[src/rtl/dispatcher_exp_unpacker.sv]
// Unpacks staged packed-exponent lines from the dispatcher BRAM into one aligned
// exponent per group, writing into the left or right aligned-exponent buffer.
module dispatcher_exp_unpacker #(
  parameter int DATA_WIDTH    = 256,
  parameter int EXP_WIDTH     = 8,
  parameter int EXPS_PER_LINE = DATA_WIDTH / EXP_WIDTH,
  parameter int NUM_EXP       = 512
) (
  input  logic                  i_clk,
  input  logic                  i_reset,
  input  logic                  i_start,
  input  logic                  i_target,
  input  logic [4:0]            i_packed_lines_avail,
  output logic [3:0]            o_packed_rd_addr,
  output logic                  o_packed_rd_target,
  input  logic [DATA_WIDTH-1:0] i_packed_rd_data,
  output logic [8:0]            o_left_exp_wr_addr,
  output logic [EXP_WIDTH-1:0]  o_left_exp_wr_data,
  output logic                  o_left_exp_wr_en,
  output logic [8:0]            o_right_exp_wr_addr,
  output logic [EXP_WIDTH-1:0]  o_right_exp_wr_data,
  output logic                  o_right_exp_wr_en,
  output logic                  o_busy,
  output logic                  o_done
);

  localparam int BYTE_W    = $clog2(EXPS_PER_LINE);
  localparam int NUM_LINES = NUM_EXP / EXPS_PER_LINE;

  localparam logic [3:0]        LAST_LINE = 4'(NUM_LINES - 1);
  localparam logic [BYTE_W-1:0] LAST_BYTE = BYTE_W'(EXPS_PER_LINE - 1);

  typedef enum logic [1:0] {
    S_IDLE,
    S_LOAD,
    S_EMIT,
    S_DONE
  } state_t;

  state_t                state, state_nx;
  logic                  target_q;
  logic [3:0]            line_q;
  logic [BYTE_W-1:0]     byte_idx_q;
  logic [DATA_WIDTH-1:0] shadow_q;

  logic                 line_ready;
  logic                 last_byte;
  logic [8:0]           exp_idx;
  logic [EXP_WIDTH-1:0] exp_byte;

  assign line_ready = {1'b0, line_q} < i_packed_lines_avail;
  assign last_byte  = (byte_idx_q == LAST_BYTE);
  assign exp_idx    = 9'(line_q) * 9'(EXPS_PER_LINE) + 9'(byte_idx_q);
  assign exp_byte   = shadow_q[EXP_WIDTH*byte_idx_q +: EXP_WIDTH];

  assign o_packed_rd_target = target_q;

  // NOTE: sequential state uses non-blocking assignments so every register
  // samples the pre-edge values, independent of statement order.
  always_ff @(posedge i_clk) begin
    if (i_reset) state <= S_IDLE;
    else         state <= state_nx;
  end

  // The shadow line is an ordinary register, so it is cleared with the rest of
  // the datapath; it decouples EMIT from later BRAM writes or address changes.
  always_ff @(posedge i_clk) begin
    if (i_reset) begin
      target_q   <= 1'b0;
      line_q     <= '0;
      byte_idx_q <= '0;
      shadow_q   <= '0;
    end else begin
      case (state)
        S_IDLE: if (i_start) begin
          target_q <= i_target;
          line_q   <= '0;
        end
        S_LOAD: if (line_ready) begin
          shadow_q   <= i_packed_rd_data;
          byte_idx_q <= '0;
        end
        S_EMIT: begin
          byte_idx_q <= byte_idx_q + 1'b1;
          if (last_byte && line_q != LAST_LINE) line_q <= line_q + 4'd1;
        end
        default: ;
      endcase
    end
  end

  // NOTE: every output and the next state get a default before the case, so
  // no path leaves a signal unassigned and no latch is inferred.
  always_comb begin
    state_nx            = state;
    o_packed_rd_addr    = '0;
    o_left_exp_wr_addr  = '0;
    o_left_exp_wr_data  = '0;
    o_left_exp_wr_en    = 1'b0;
    o_right_exp_wr_addr = '0;
    o_right_exp_wr_data = '0;
    o_right_exp_wr_en   = 1'b0;
    o_busy              = 1'b0;
    o_done              = 1'b0;
    case (state)
      S_IDLE: if (i_start) state_nx = S_LOAD;
      S_LOAD: begin
        o_busy           = 1'b1;
        o_packed_rd_addr = line_q;
        if (line_ready) state_nx = S_EMIT;
      end
      S_EMIT: begin
        o_busy = 1'b1;
        if (target_q) begin
          o_right_exp_wr_en   = 1'b1;
          o_right_exp_wr_addr = exp_idx;
          o_right_exp_wr_data = exp_byte;
        end else begin
          o_left_exp_wr_en    = 1'b1;
          o_left_exp_wr_addr  = exp_idx;
          o_left_exp_wr_data  = exp_byte;
        end
        if (last_byte) state_nx = (line_q == LAST_LINE) ? S_DONE : S_LOAD;
      end
      S_DONE: begin
        o_done   = 1'b1;
        state_nx = S_IDLE;
      end
      default: state_nx = S_IDLE;
    endcase
  end

endmodule

[config.mk]
export PLATFORM = sky130hd
export DESIGN_NAME = dispatcher_exp_unpacker
export DESIGN_NICKNAME = d
export VERILOG_FILES = /design/src/rtl/dispatcher_exp_unpacker.sv
export SDC_FILE = /design/constraint.sdc
export NUM_CORES = 1
export LEC_CHECK = 0
export CORE_MARGIN = 2
export CORE_UTILIZATION = 35
export DETAILED_ROUTE_END_ITERATION = 6
export PLACE_DENSITY = 0.63
export SYNTH_ARGS = -nofsm -noshare
export SYNTH_HDL_FRONTEND = slang
export SYNTH_SLANG_ARGS = --single-unit
export TNS_END_PERCENT = 30
[constraint.sdc]
create_clock -name i_clk -period 2.3 [get_ports i_clk]
set_input_delay 0.345 -clock i_clk [delete_from_list [all_inputs] [get_ports i_clk]]
set_output_delay 0.345 -clock i_clk [all_outputs]
set_load 0.01 [all_outputs]
==> flow_summary.yaml <==
timing:
  setup-tns-final_ns: -7.83
  period_minus_slack_ns: 2.84
  hold_viol: 0
  rsz0062_at_grt: "true"
  setup-violations-final: 17
  maxSlewHeadroom_pct: 61.6
  whs_ns: 0.337
  fin_ws_ns: -0.542
  drv_slew: 0
  max_clock_freq_ghz: 0.352
  tightest_slew_ns: 0.576
  period_share_pct: 124
  clock_skew_ns: 0.0148
routing:
  via_per_inst: 5.01
  drcViolationCount: 0
  drt-initial-drc-count: 717
  wire_per_inst_um: 17.9
  dr_total_vias: 11700
  postRouteAntennaNets: 0
  drt_wl_total_mm: 42.0
  first_pass_iters: 5
setup_path:
  crit_cells: 10
  cp-end-kind: "output port"
  critPathMaxStageDelay_ns: 0.37
  worstPathArrival_ns: 2.50
  critPathLaunchType: "flop"
  crit_family: "buffers and inverters"
  required_ns: 1.96
  cp_max_fo: 8
  cp_num_buf_inv: 5
  crit_slowest_cell: "dfxtp_4"
  reg2reg_to: "state[1]"
  critPathKind: "reg2out"
  r2r_start: "byte_idx_q[1]"
  cp-startpoint: "byte_idx_q[1]"
  crit_end: "o_left_exp_wr_data[0]"
  rr_worst_depth: 9
  worstPathCellList: "buf_12, buf_8, buf_6, mux2i_1, a22oi_2, a21oi_2, nor4_1, buf_4, and2_1, buf_2"
  r2r_slack_ns: 0.07
clock_tree:
  clk_latency_ns: 0.55
  cts_sinks: 268
  cts_tree: "built"
  cts_max_path_buffers: 3
  clk_pin_slew_worst_paths_ns: 0.06
  htree_num_levels: 1
  root_buffer: "clkbuf_16"
  numCtsBuffers: 29
outcome:
  outcome: "finished with violations"
  violations: "negative setup slack"
place:
  gp_congestion: 0.823
  post-place-ws_ns: -0.494
  port_buffers: 307
  dp_hpwl_mm: 30.9
die:
  die_h_um: 189
  initial_core_util_pct: 35.6
  dieArea_um2: 35600
  die-width_um: 189
  core_area_um2: 33500
  rows: 67
  ios: 308
global_routing:
  grt_max_degree: 90
  grt_first_pass_wirelength_mm: 63.6
  antenna_found_initial: 2
  track_usage_pct: 22.5
  grt_pass1_vias: 11600
  overflow: 0
power_and_ir_drop:
  leakagePower_nw: 6.55
  p_per_area_nw_per_um2: 1000
  ir_worst_vdd_uv: 569
  p_total_mw: 18.0
cells_and_area:
  nNetsFinal: 2146
  area_growth_pct: 50.8
  post-route-util_pct: 53.7
  layout-drive-gt1-share_pct: 16.3
  fillers: 3151
job:
  maxCapViolCount: 0
yosys:
  synth-async-reset-ratio_pct: 0
  synth_flop_cell: "dfxtp_1"
  synth.top_cells.by_area: "dfxtp_1, nand2_1, a21oi_1"
  syn_nets: 1795
  avgSynthCellArea_um2: 7.85
  synth_top_area_share_pct: 45.0
  synth-warning-count: 0
  yosys.area.top_type: "dfxtp_1"
  synth-seq-area-share_pct: 45.0
  postSynthCellCount: 1519
  ys_types: 43
  synth_edf_count: 0
  ys_ff_latch: 268
  netlist_area_um2: 11900
min_path:
  hp-start: "i_reset"
  hold_path_class: "in2reg"
  whs_path_depth: 2
-- per-stage QoR --
step | cells | instance area (um2)
final | 2343 | 18000
after global routing | 2343 | 18000
after CTS | 2344 | 17900
after detailed placement | 2265 | 16200
after global placement | 2265 | 16200
after floorplan | 1519 | 11900
-- synthesized netlist by cell type, types with 2 or more instances --
cell type	number
dfxtp_1	268
and2_1	29
buf_6	3
nand3_1	6
nor3_1	2
nand2_1	518
clkbuf_1	78
nor2_1	8
nor2b_1	3
nor4_1	8
o21ai_0	9
o41ai_1	2
clkbuf_8	3
a22oi_1	64
mux2i_1	128
nand2b_1	3
inv_1	8
a31oi_1	2
and3_1	9
and2_2	2
ha_1	11
buf_2	40
a21oi_1	295
-- registers in the layout (all words and copies together) (netlist names) --
register	flops
line_q	4
o_packed_rd_target	1
shadow_q	256
state	2
byte_idx_q	5
-- cells by family (layout without fill, tap and decap cells) --
kind of cell	Yosys count	in the layout	share of synthesized area (%)
AO/OA/AOI/OAI	381	381	17.7
XOR/XNOR	1	1	0.0734
adder cells (fa/ha/maj)	11	11	1.15
buffers and inverters	133	507	5.04
flip-flops	268	268	45.0
multiplexers	128	128	10.7
other	0	2	0
AND/OR/NAND/NOR	597	597	20.3
-- layout make-up --
cell class | count | area [um2] | area share, %
Clock inverter | 14 | 256 | 1.43
Timing Repair Buffer | 445 | 4450 | 24.7
Antenna cell | 2 | 5.00 | 0.0278
Tap cell | 448 | 561 | 3.12
Multi-Input combinational cell | 1118 | 6490 | 36.1
Sequential cell | 268 | 5380 | 29.9
Inverter | 8 | 30.0 | 0.167
Clock buffer | 40 | 827 | 4.60
-- cell usage in the layout (no fill, tap or decap), types with 3 or more instances in the layout --
| master | synthesis | final |
|---|---|---|
| nand3_1 | 6 | 6 |
| and2_1 | 29 | 24 |
| mux2i_2 | 0 | 11 |
| a22oi_2 | 0 | 30 |
| nor4_1 | 8 | 4 |
| and2_4 | 0 | 5 |
| nor4_2 | 0 | 3 |
| mux2i_4 | 0 | 8 |
| inv_1 | 8 | 6 |
| o21ai_0 | 9 | 8 |
| a22oi_1 | 64 | 34 |
| nor2_1 | 8 | 6 |
| dfxtp_1 | 268 | 265 |
| buf_6 | 3 | 20 |
| bufinv_16 | 0 | 7 |
| buf_12 | 0 | 22 |
| nand2_1 | 518 | 518 |
| clkbuf_16 | 0 | 29 |
| dfxtp_4 | 0 | 3 |
| buf_4 | 0 | 93 |
| and3_1 | 9 | 9 |
| buf_16 | 0 | 3 |
| clkinv_2 | 0 | 3 |
| buf_8 | 0 | 3 |
| mux2i_1 | 128 | 109 |
| nand2b_1 | 3 | 3 |
| clkbuf_8 | 3 | 7 |
| a21oi_1 | 295 | 271 |
| clkdlybuf4s50_1 | 0 | 271 |
| clkbuf_1 | 78 | 5 |
| ha_1 | 11 | 8 |
| buf_2 | 40 | 13 |
| a21oi_2 | 0 | 23 |
| dlygate4sd2_1 | 0 | 19 |
-- timing repair --
action	in CTS	in global routing
gates cloned	4	0
hold buffers	0	0
resized for setup	181	47
endpoints found under the setup margin	40	35
setup buffers	23	2
pin swaps	56	29
-- per-layer routing --
layer  up-vias  track usage, %  wire length (um)
li1       5834               -                 -
met1      5456            29.4             18300
met2       381            38.6             20200
met3        59            3.86              2610
met4         0            5.29               862
met5         -               0                 0
-- where the power goes --
group	internal, mW	total (mW)	switching, mW	leakage [nW]
Sequential	5.72	6.40	0.683	2.19
Combinational	2.75	6.39	3.64	3.83
Clock	3.30	5.24	1.94	0.530
-- how the worst min path moves through the flow --
stage	endpoint	slack (ns)
finish	line_q[1]	0.34
detailed placement	shadow_q[70]	0.45
global route	shadow_q[150]	0.35
floorplan	shadow_q[205]	0.43
global placement	shadow_q[65]	0.44
CTS	shadow_q[164]	0.33
Note: power is estimated with default switching activity, not from simulation.
==> patch 1, RTL diff (config.mk and constraints unchanged) <==
The parameter `EXP_WIDTH` goes from 8 to 4.
--- a/src/rtl/dispatcher_exp_unpacker.sv
+++ b/src/rtl/dispatcher_exp_unpacker.sv
@@ -3,5 +3,5 @@
 module dispatcher_exp_unpacker #(
   parameter int DATA_WIDTH    = 256,
-  parameter int EXP_WIDTH     = 8,
+  parameter int EXP_WIDTH     = 4,
   parameter int EXPS_PER_LINE = DATA_WIDTH / EXP_WIDTH,
   parameter int NUM_EXP       = 512
Interface: changed (resized o_left_exp_wr_data and o_right_exp_wr_data); port bits go from 308 to 300. No check against the original RTL was run, so the function may have changed too.
==> patch 1 against the original RTL <==
Wire length is 4.7% lower; non-clock buffer count is 27 lower; fmax down 0.15%; the flow still finishes with violations (negative setup slack); clock skew down 2.6 ps; final cell count down 5.3%; total power fell by 11%; cell area down 3.4%; combinational power shrank 17%; critical path type unchanged; largest power group unchanged; via count decreased by 4.3%; setup slack worse by 4.2 ps; sequential cell count rose by 1; area after synthesis down 0.85%; critical path depth decreased by 1.
==> patch 1: results (changes against the original RTL) <==
** Run status
- The checks that failed: negative setup slack.
- Run status :: complete, but fails checks

** Pwr
- P_comb :: 5.28 mW (-17%)
- The power of the clock network came to 4.70 mW (-10%).
- The power per standard cell area came to 926 nW/um2 (-7.6%).
- The cell leakage power came to 6.36 nW (-2.9%).
- The internal power of the cells came to 10.9 mW (-7.6%).

** Placed design
- Placement-stage worst setup slack :: -456 ps (+37.6 ps)
- The number of buffers added on ports came to 299 (-2.6%).

** Timing
- The final number of setup-violating endpoints is 8 (-9).
- The setup slack of the critical path after layout is -547 ps (-4.24 ps).
- The clock skew after layout came to 12.2 ps (-2.58 ps).

** Drt
- The number of vias after detailed routing came to 11200 (-4.3%).

** Finish
- The share of layout cells above drive strength 1 is 0.168 (+0.00447).
- The net count of the finished layout was 2024 (-5.7%).
- Fill cell total of the finished layout :: 3035 (-3.7%)

** Worst setup path
- The top fanout value on the critical path came to 7 (-1).
- In this run the critical register-to-register path is captured at line_q[3].

** Synthesis
- The sequential cell area fraction in the yosys report came to 0.455 (+0.00554).
- Yosys attributes the largest share of cell area to sky130_fd_sc_hd__dfxtp_1 46%, sky130_fd_sc_hd__nand2_1 17%, sky130_fd_sc_hd__a21oi_1 11%, sky130_fd_sc_hd__mux4_2 9.3%, sky130_fd_sc_hd__mux2i_1 2.8%.
- The adder-cell share of the synthesized area is 0.0106 (-0.000959).
- Xor/xnor share of the synthesized area :: 0.00296 (+0.00223)

** CTS
- The number of cells upsized or downsized after cts came to 119 (-34%).
- Number of buffers added by the clock tree synthesis step :: 28 (-3.4%)

** Global routing
- Wire length of the first global-routing pass :: 61400 um (-3.5%)
- Pin count of the biggest net entering global routing :: 78 (-13%)
- Number of antenna violations at the first check in global routing :: 0 (-2)
-- patch 1: changes by cell type after synthesis, sizes merged, moves of 8 or more --
cell	change
a21oi	-25
a22oi	-50
and2	-19
buf	+30
clkbuf	-40
mux2i	-95
mux4	+49
nand2	+10
nor4	-8
o22ai	+13
-- patch 1: cell type report --
cell class                 instances  area, um2  area share
clock buffer                      36        792      0.0456
clock inverter                    16        179      0.0103
inverter                          12       45.0     0.00259
multi-input combinational       1020       6120       0.352
sequential                       269       5390       0.310
tap                              448        561      0.0322
timing repair buffer             418       4290       0.247
-- patch 1: metal layers --
layer | up-vias | global-route usage | wire [um] | part of all wire
met4 | 0 | 0.0609 | 1090 | 0.027
met5 | - | 0 | 0 | 0
met2 | 369 | 0.357 | 18300 | 0.46
met1 | 5311 | 0.299 | 17900 | 0.45
met3 | 58 | 0.0457 | 2720 | 0.068
li1 | 5483 | - | - | -
==> patch 2, RTL diff (same flow settings) <==
Made on the original files. The 4 states of `state_t` get a Gray code encoding in 2 bits.
--- a/src/rtl/dispatcher_exp_unpacker.sv
+++ b/src/rtl/dispatcher_exp_unpacker.sv
@@ -32,8 +32,8 @@
 
   typedef enum logic [1:0] {
-    S_IDLE,
-    S_LOAD,
-    S_EMIT,
-    S_DONE
+    S_IDLE = 2'b00,
+    S_LOAD = 2'b01,
+    S_EMIT = 2'b11,
+    S_DONE = 2'b10
   } state_t;
 
Check against the original RTL: same outputs for any inputs over 4 cycles, from zero or initial values and one cycle with i_reset high; so few cycles prove little.
==> patch 2 against the original RTL <==
The run still ends with negative setup slack left; setup slack got worse by 130 ps; area after synthesis rose by 0.57%; sequential cell count did not move; cell area rose by 0.65%; count of clock-buffer cells in the layout rose by 2; final cell count fell by 1.7%; wire length rose by 2.9%; worst hold slack barely moved.
Power is not compared: it rests on default switching activity, and its combinational part moved more than twofold at a synthesized area within 25%.
==> patch 2: results (changes against the original RTL) <==
** CTS
- The total CTS buffers was 30 (+3.4%).

** Timing
- Setup violation total in the final timing report :: 16 (-1)
- The clock skew after layout came to 16.7 ps (+1.96 ps).
- The setup slack of the critical path after layout was -674 ps (-132 ps).
- The transition time of the tightest slew-check pin was 723 ps (+147 ps).

** Global routing
- The number of antenna violations at the first check in global routing came to 3 (+1).
- GRT Overall Usage :: 0.232 (+0.00726)
- The via count of the first global-routing pass came to 11400 (-1.4%).
- Pin count of the biggest net entering global routing :: 109 (+21%)

** Synthesis
- Prevailing post-synth register cell :: sky130_fd_sc_hd__dfxtp_1
- The parity-gate share of the synthesized area counting xor and xnor cells came to 0.00365 (+0.00292).
- Compound-Gate Fraction of Synth Area :: 0.170 (-0.00746)
- Number of different library cells in the post-synthesis netlist :: 42 (-2.3%)
- In the synthesized netlist, the cells that appear most often are 521 x sky130_fd_sc_hd__nand2_1, 294 x sky130_fd_sc_hd__a21oi_1, 268 x sky130_fd_sc_hd__dfxtp_1.
- The number of instances in the synthesized netlist is 1507 (-0.79%).
- Multiplexer fraction of the synthesized cell area :: 0.108 (+0.000230)
- Area contributors post-synth :: sky130_fd_sc_hd__dfxtp_1 45%, sky130_fd_sc_hd__nand2_1 16%, sky130_fd_sc_hd__a21oi_1 12%, sky130_fd_sc_hd__mux2i_1 11%, sky130_fd_sc_hd__a22oi_1 4.0%

** Placed design
- HPWL reported at the end of detailed placement :: 31300 um (+1.3%)
- Final GP Congestion :: 0.848 (+2.9%)
- The post-placement setup slack came to -759 ps (-265 ps).
- The number of cells in the design after placement came to 2228 (-1.6%).
- Placed standard-cell area :: 16000 um2 (-0.94%)

** Run status
- The checks that failed: negative setup slack.
- Run status :: complete, but fails checks

** Drt
- Routed wire per std cell :: 18.8 um (+4.7%)
- Number of vias per cell after detailed routing :: 5.04 (+0.72%)
- 1st-iter DRT viols :: 828 (+15%)

** Finish
- Post-route non-filler standard cell count :: 2303 (-1.7%)
- Share of cells above drive strength 1 :: 0.167 (+0.00388)
- Fill cell total of the finished layout :: 3101 (-1.6%)
- The net count of the finished layout is 2104 (-2.0%).

** Worst setup path
- Delay contributed by the slowest stage of the critical path :: 400 ps (+30 ps)
- The arrival time at the worst endpoint came to 2630 ps (+130 ps).
- The cell depth of the worst flop-to-flop path is 8 (-1).
- The top fanout value on the critical path is 5 (-3).
- On the critical path the largest part of the delay comes from buffers and inverters.

** Hold path
- The number of instances on the worst hold path was 3 (+1).
[patch 2: cell types whose count changed after synthesis, sizes merged, moves of 4 or more]
cell,change
ha,-5
o21ai,-7
buf,+31
clkbuf,-29
and3,-9
and2,+9
inv,-4
[patch 2: layout make-up]
cell class / instances / area (um2) / share of cell area
tap: 448 / 561 / 0.0310
timing repair buffer: 419 / 4470 / 0.247
clock buffer: 42 / 908 / 0.0502
multi-input combinational: 1110 / 6630 / 0.366
inverter: 4 / 15.0 / 0.000829
sequential: 268 / 5380 / 0.297
clock inverter: 12 / 148 / 0.00815
[patch 2: worst paths after layout]
kind                             from                    end  slack (ps)
setup / recovery        byte_idx_q[1]  o_left_exp_wr_data[1]        -670
hold / removal    i_packed_rd_data[9]            shadow_q[9]         340
setup reg to reg            line_q[2]          shadow_q[155]         230
hold reg to reg         shadow_q[117]          shadow_q[117]         450
[patch 2: where the power goes]
group	internal, mW	switching (mW)	total, mW
logic	0.967	0.949	1.92
clock network	3.08	1.93	5.01
registers	4.95	0.218	5.17
total	9.00	3.10	12.1
[patch 2: metrics by stage]
| step | setup TNS (ps) | total power [mW] |
|---|---|---|
| floorplan | 0 | 6.04 |
| global placement | -55360 | 7.01 |
| detailed placement | -60420 | 7.03 |
| CTS | -9990 | 12.1 |
| global route | -10800 | 12.6 |
| finish | -9460 | 12.1 |
[patch 2: timing repair]
| action | in CTS | in global routing |
|---|---|---|
| gates cloned | 8 | 0 |
| resized for setup | 219 | 40 |
| buffers inserted | 14 | 1 |
| pin swaps | 52 | 18 |
| setup endpoints to repair | 40 | 20 |
[patch 2: layer usage]
layer | wire [um] | vias up | global-route usage
li1 | - | 5730 | -
met1 | 19300 | 5450 | 0.314
met2 | 20300 | 380 | 0.391
met3 | 2860 | 49 | 0.0393
met4 | 753 | 4 | 0.0445
met5 | 25 | - | 0
